### config.mk
export PLATFORM = sky130hd
export DESIGN_NAME = kvs_kernel_ctrl
export DESIGN_NICKNAME = d
export VERILOG_FILES = /design/src/rtl/kvs_ctrl_pkg.sv /design/src/rtl/kvs_done_collector.sv /design/src/rtl/kvs_kernel_ctrl.sv
export SDC_FILE = /design/constraint.sdc
export NUM_CORES = 1
export LEC_CHECK = 0
export CAP_MARGIN = 20
export CORE_ASPECT_RATIO = 0.5
export CORE_MARGIN = 10
export CORE_UTILIZATION = 49
export CTS_BUF_LIST = sky130_fd_sc_hd__clkbuf_4 sky130_fd_sc_hd__clkbuf_8
export CTS_CLUSTER_DIAMETER = 120
export DETAILED_ROUTE_END_ITERATION = 12
export GPL_TIMING_DRIVEN = 0
export PLACE_DENSITY = 0.84
export SYNTH_ARGS = -nofsm -noshare
export SYNTH_HDL_FRONTEND = slang
export SYNTH_SLANG_ARGS = --single-unit
### constraint.sdc
create_clock -name ap_clk -period 2.8 [get_ports ap_clk]
set_input_delay 0.7 -clock ap_clk [delete_from_list [all_inputs] [get_ports ap_clk]]
set_output_delay 0.7 -clock ap_clk [all_outputs]
set_load 0.02 [all_outputs]
### src/rtl/kvs_ctrl_pkg.sv
// Shared types for the KVS kernel controller.
// State encoding and channel-count ceiling live here.
package kvs_ctrl_pkg;

  localparam int unsigned KVS_MAX_CH = 16;

  typedef enum logic [2:0] {
    ST_IDLE,
    ST_LAUNCH,
    ST_RUN,
    ST_DONE,
    ST_WAIT_CONT
  } kvs_ctrl_state_t;

endpackage

### src/rtl/kvs_done_collector.sv
// Channel mask latch and sticky per-channel done collector.
// all_done looks through to this cycle's ch_done so completion costs no extra cycle.
module kvs_done_collector #(
  parameter int C_NUM_CHANNELS = 4
) (
  input  logic                      clk,
  input  logic                      rst_n,
  input  logic                      load,
  input  logic                      clear,
  input  logic                      capture,
  input  logic [C_NUM_CHANNELS-1:0] ch_enable,
  input  logic [C_NUM_CHANNELS-1:0] ch_done,
  output logic [C_NUM_CHANNELS-1:0] mask,
  output logic                      all_done
);

  logic [C_NUM_CHANNELS-1:0] mask_q, mask_d;
  logic [C_NUM_CHANNELS-1:0] col_q, col_d;
  logic [C_NUM_CHANNELS-1:0] done_in;

  always_comb begin
    mask_d  = mask_q;
    col_d   = col_q;
    done_in = capture ? ch_done : '0;
    if (load) begin
      mask_d = ch_enable;
    end
    // channels left out of the run count as already finished
    if (clear) begin
      col_d = ~mask_q;
    end else if (capture) begin
      col_d = col_q | done_in;
    end
  end

  always_ff @(posedge clk or negedge rst_n) begin
    if (!rst_n) begin
      mask_q <= '0;
      col_q  <= '0;
    end else begin
      mask_q <= mask_d;
      col_q  <= col_d;
    end
  end

  assign mask     = mask_q;
  assign all_done = &(col_q | done_in);

endmodule

### src/rtl/kvs_kernel_ctrl.sv
// ap_ctrl_hs / ap_ctrl_chain block controller fanning a start out to N channels.
// Tracks run length, optional watchdog, and waits for every enabled channel.
module kvs_kernel_ctrl
  import kvs_ctrl_pkg::*;
#(
  parameter int C_NUM_CHANNELS    = 4,
  parameter int C_XFER_SIZE_WIDTH = 32,
  parameter int C_CHAIN_MODE      = 0,
  parameter int C_CNT_WIDTH       = 48,
  parameter int C_TIMEOUT_CYCLES  = 0
) (
  input  logic                         ap_clk,
  input  logic                         ap_rst_n,
  input  logic                         ap_start,
  input  logic                         ap_continue,
  output logic                         ap_idle,
  output logic                         ap_ready,
  output logic                         ap_done,
  input  logic [C_XFER_SIZE_WIDTH-1:0] data_num,
  output logic [C_XFER_SIZE_WIDTH-1:0] ctrl_xfer_size,
  input  logic [C_NUM_CHANNELS-1:0]    ch_enable,
  output logic [C_NUM_CHANNELS-1:0]    ch_start,
  input  logic [C_NUM_CHANNELS-1:0]    ch_done,
  output logic [C_CNT_WIDTH-1:0]       busy_cycles,
  output logic                         timeout
);

  localparam logic [C_CNT_WIDTH-1:0] TMO_LIM =
    C_CNT_WIDTH'(C_TIMEOUT_CYCLES);
  localparam logic [C_CNT_WIDTH-1:0] ONE = C_CNT_WIDTH'(1);

  kvs_ctrl_state_t state_q, state_d;

  logic                         start_r_q;
  logic                         armed_q, armed_d;
  logic [C_XFER_SIZE_WIDTH-1:0] xfer_q, xfer_d;
  logic [C_CNT_WIDTH-1:0]       busy_q, busy_d;
  logic                         tmo_q, tmo_d;

  logic                         start_edge;
  logic                         launch;
  logic [C_NUM_CHANNELS-1:0]    mask;
  logic                         all_done;

  assign start_edge = ap_start & ~start_r_q;
  // a start held across reset must be seen low once before it counts
  assign armed_d    = armed_q | ~ap_start;
  assign launch     = (state_q == ST_IDLE) & start_edge & armed_q;

  kvs_done_collector #(
    .C_NUM_CHANNELS(C_NUM_CHANNELS)
  ) u_collector (
    .clk      (ap_clk),
    .rst_n    (ap_rst_n),
    .load     (launch),
    .clear    (state_q == ST_LAUNCH),
    .capture  (state_q == ST_RUN),
    .ch_enable(ch_enable),
    .ch_done  (ch_done),
    .mask     (mask),
    .all_done (all_done)
  );

  always_comb begin
    state_d = state_q;
    xfer_d  = xfer_q;
    busy_d  = busy_q;
    tmo_d   = tmo_q;
    unique case (state_q)
      ST_IDLE: begin
        if (launch) begin
          state_d = ST_LAUNCH;
          xfer_d  = data_num;
          busy_d  = '0;
          tmo_d   = 1'b0;
        end
      end
      ST_LAUNCH: begin
        state_d = ST_RUN;
        busy_d  = '0;
        tmo_d   = 1'b0;
      end
      ST_RUN: begin
        if (busy_q != '1) begin
          busy_d = busy_q + ONE;
        end
        if (all_done) begin
          state_d = ST_DONE;
        end
        if (C_TIMEOUT_CYCLES > 0 && busy_d == TMO_LIM) begin
          tmo_d   = 1'b1;
          state_d = ST_DONE;
        end
      end
      ST_DONE: begin
        if (C_CHAIN_MODE == 0 || ap_continue) begin
          state_d = ST_IDLE;
        end else begin
          state_d = ST_WAIT_CONT;
        end
      end
      ST_WAIT_CONT: begin
        if (ap_continue) begin
          state_d = ST_IDLE;
        end
      end
      default: state_d = ST_IDLE;
    endcase
  end

  always_ff @(posedge ap_clk or negedge ap_rst_n) begin
    if (!ap_rst_n) begin
      state_q   <= ST_IDLE;
      start_r_q <= 1'b0;
      armed_q   <= 1'b0;
      xfer_q    <= '0;
      busy_q    <= '0;
      tmo_q     <= 1'b0;
    end else begin
      state_q   <= state_d;
      start_r_q <= ap_start;
      armed_q   <= armed_d;
      xfer_q    <= xfer_d;
      busy_q    <= busy_d;
      tmo_q     <= tmo_d;
    end
  end

  assign ap_idle        = (state_q == ST_IDLE);
  assign ap_ready       = (state_q == ST_LAUNCH);
  assign ap_done        = (state_q == ST_DONE) |
                          (state_q == ST_WAIT_CONT);
  assign ch_start       = ap_ready ? mask : '0;
  assign ctrl_xfer_size = xfer_q;
  assign busy_cycles    = busy_q;
  assign timeout        = tmo_q;

endmodule

==> summary.txt <==
Status
  • Run status: finished clean

STA
  • Headroom to the max-slew limit: 0.337
  • Transition time at the pin with the least slew margin: a little under 1000 ps
  • Count of final setup violators: 0
  • Maximum achievable frequency: 376 MHz
  • Period Utilization, post-route: 0.950
  • Post-Route Skew: about 13 ps
  • Max-slew violation total from the final report: 0
  • Final min period: 2660 ps
  • Final Hold Vio Count: 0

GRT
  • Most Crowded Layer GR: met2
  • Global-route wire length before repair: about 22000 µm
  • Initial antenna violation count: 0
  • Final global-route overflow total: 0
  • Overall fraction of global-route tracks in use: 0.198
  • Met2 global-route usage: 0.316
  • Vias in the first global route: ~4200
  • Global routing usage on met1: 0.228
  • Met3 layer usage reported by global route: 0.101
  • Largest net degree at the start of global routing: 54

Power
  • Net switching component of the power: 2160 µW
  • Combinational group share of total power: 0.493
  • Proportion of total power due to net switching: 0.406
  • Worst IR drop on VDD: 0.659 mV
  • Int Power: 3150 µW
  • Overall power after layout: around 5300 µW
  • Total power density per cell area: between 800 and 900 mW/mm²
  • Clock network fraction of design power: 0.164
  • Leakage component of the power: between 0.002 and 0.003 µW
  • Sequential group share of total power: 0.344

Synth
  • Largest family of logic cells by synthesized area: compound AO/OA/AOI/OAI gates
  • Adder and majority cell fraction of the synthesized area: 0.0166
  • Area of the mapped netlist: approximately 0.0045 mm²
  • Number of distinct library cells after synthesis: between 40 and 50
  • Avg Synthesized Cell Area: 10.3 µm²
  • Primary FF master, synth: dfrtp_1
  • Area fraction in and, or, nand and nor cells after synthesis: 0.155
  • Synthesized net count: approximately 500
  • Number of cells produced by synthesis: between 400 and 500
  • Proportion of synthesized chip area in sequential cells: 0.509
  • Synth Area in Compound Gates: 0.194
  • Most area-hungry cell type in the Yosys netlist: dfrtp_1
  • Area share of the largest cell type after synthesis: 0.509
  • Flip-flop and latch count after synthesis: approximately 90
  • Number of enable-type register cells in the synthesized netlist: 0
  • Synth area leaders: dfrtp_1 51%, mux2_2 9.2%, o21ai_0 7.1%
  • Multiplexer area fraction after synthesis: 0.0966
  • Syn. warnings: 0
  • Share of async-settable or async-resettable flops after synthesis: 1.00
  • Post-Synth XOR/XNOR Area: 0

Cells and area
  • Final Instance Area: approximately 0.0062 mm²
  • Count of non-filler cells in the finished layout: roughly 700
  • Fraction of layout cells with a size suffix above 1: 0.140
  • Area Overhead vs Synth: 37.6%
  • Nets: 631
  • Count of filler cells inserted in the layout: roughly 640
  • Number of antenna repair diodes: 0

Drt
  • DRC Markers: 0
  • Final wirelength: around 13000 µm
  • First-pass iteration count of the detailed router: 5
  • Routed length per instance: roughly 19 µm
  • Number of routed nets with antenna violations: 0
  • Number of vias after detailed routing: about 4200
  • Initial detailed-routing violation count: 476
  • Average via count per standard cell: 6.03

Place
  • Placement Cell Area: 0.00598 mm²
  • Detail Placement HPWL: roughly 9800 µm
  • Routability cong.: about 0.91
  • Placed insts: between 600 and 700
  • Number of buffers added on ports: about 130

Clocking
  • Clock latency reported for the late side of the worst-skew pair: about 370 ps
  • Quantity of hold-fixing buffers added after cts: 0
  • H-Tree Depth: 3
  • Number of clock buffers inserted by TritonCTS: 9
  • Num Clock Sinks: around 90
  • Worst-path clk slew: approximately 100 ps
  • Maximum root-to-sink buffer count: 2
  • Clock tree from TritonCTS: done
  • Clock Root Buffer: clkbuf_8

Hold path
  • Hold/Removal Path Class: input port to asynchronous set/reset pin

Critical path
  • Arrival time at the worst endpoint: about 3000 ps
  • Worst Path Required: slightly above 3000 ps
  • Highest net fanout along the worst path: 10
  • Critical path launch point type: flip-flop
  • Element type at the critical path end: flip-flop
  • Class of the most critical setup path: flip-flop to flip-flop

Die
  • Std-Cell Rows: 24
  • Die boundary width: approximately 160 µm
  • Chip height: just under 90 µm
  • Initial standard-cell utilization of the core: 0.510
  • Count of pins on the block boundary: ~130
  • Die ar.: about 0.014 mm²
  • Placeable core area: 0.00886 mm²

Flow run
  • Max-cap violations: 0
-- synth_stat cells (2+ instances only) --
cell type and n:
and3_1 10, mux2_2 37, nand2_1 27, or3_1 4
mux2i_1 2, clkbuf_1 22, or4_4 2, and2_1 13
and4_1 2, or2_2 3, ha_1 6, o21a_1 7
a21o_1 5, nand4_1 26, nor2_1 15, dfrtp_1 92
o22ai_1 2, a21oi_1 18, inv_1 4, o21ai_0 64
nand3_1 11, nand2b_1 2, buf_1 2, a31oi_1 14
o31a_1 6, o31ai_1 19, nor3_1 4, o41ai_1 5
-- path summary, 6_finish.rpt --
check	from	end	slack (ps)	cells after the start
max	busy_cycles[4]	busy_cycles[45]	140	7
min	ap_rst_n	ctrl_xfer_size[25]	290	1
max reg2reg	busy_cycles[4]	busy_cycles[45]	140	7
min reg2reg	u_collector.mask[2]	u_collector.col_q[2]	470	1
max in group asynchronous	ap_rst_n	busy_cycles[23]	1860	2
min in group ap_clk	u_collector.mask[2]	u_collector.col_q[2]	470	1
-- power by group through the flow --
stage	logic [µW]	registers (µW)	clock network, µW
after floorplan	1130	2140	0
after global placement	2490	1830	0
after detailed placement	2550	1850	0
after CTS	2550	1820	881
after global routing	2820	1870	934
final	2610	1820	867
-- layout by cell type (no fill, tap or decap), types with 4 or more instances in the layout --
cell type / n
dlygate4sd2_1: 4
ha_1: 6
mux2_2: 37
o41ai_1: 5
a21o_1: 5
nand4_1: 26
clkbuf_2: 6
inv_1: 4
o31a_1: 6
clkdlybuf4s50_1: 124
and3_1: 10
inv_6: 4
nor2_1: 15
o21a_1: 7
buf_4: 4
or3_1: 4
dfrtp_1: 92
and2_1: 13
nand2_1: 27
o21ai_0: 64
a21oi_1: 18
clkbuf_1: 12
a31oi_1: 14
nand3_1: 10
clkbuf_8: 10
o31ai_1: 19
-- registers in the layout, summed over array words and instances, names as in the netlist --
| name | cells |
|---|---|
| u_collector.col_q | 4 |
| ctrl_xfer_size | 32 |
| armed_q | 1 |
| busy_cycles | 48 |
| start_r_q | 1 |
| state_q | 2 |
| u_collector.mask | 4 |
-- per-stage QoR --
stage | hold WS, ps | setup TNS (ps) | worst slack, ps | utilization
2_1_floorplan | 404 | 0 | 254 | -
3_3_place_gp | 452 | -234660 | -2370 | 0.673
3_5_place_dp | 465 | -18330 | -753 | 0.676
4_1_cts | 311 | 0 | 4.53 | 0.696
5_1_grt | 313 | -17.6 | -14.4 | 0.702
6_report | 292 | 0 | 141 | 0.702
-- logic make-up after synthesis --
logic type / after synthesis
other: 1
and+or+nand+nor: 126
AOI/OAI and AO/OA: 144
adders and majority gates: 6
DFF: 92
buffers and inverters: 31
muxes: 39
-- final cells by class --
| class | count | area [µm²] | area share |
|---|---|---|---|
| Sequential cell | 92 | 2300 | 0.370 |
| Multi-Input combinational cell | 316 | 2120 | 0.342 |
| Clock inverter | 6 | 45.0 | 0.00724 |
| Timing Repair Buffer | 132 | 1330 | 0.213 |
| Buffer | 26 | 124 | 0.0199 |
| Clock buffer | 10 | 138 | 0.0221 |
| Inverter | 4 | 15.0 | 0.00241 |
| Tap cell | 117 | 146 | 0.0235 |
-- worst max-delay path: stages (launching register included) --
cell	delay (ps)
dfrtp_1	500
and4_1	270
nand3_1	190
or4_4	560
buf_6	150
or4_4	520
or3_1	310
o21ai_0	80
-- per-layer routing --
layer	vias to the layer above	wire length, µm
met1	2034	5230
met3	26	1710
met4	0	208
li1	1938	-
met2	238	6320
met5	-	0
-- what timing repair did --
item	CTS	global route
endpoints found under the setup margin	30	48
resized for setup	9	19
buffers inserted	0	2
No activity file was read; power rests on OpenSTA's default activity.
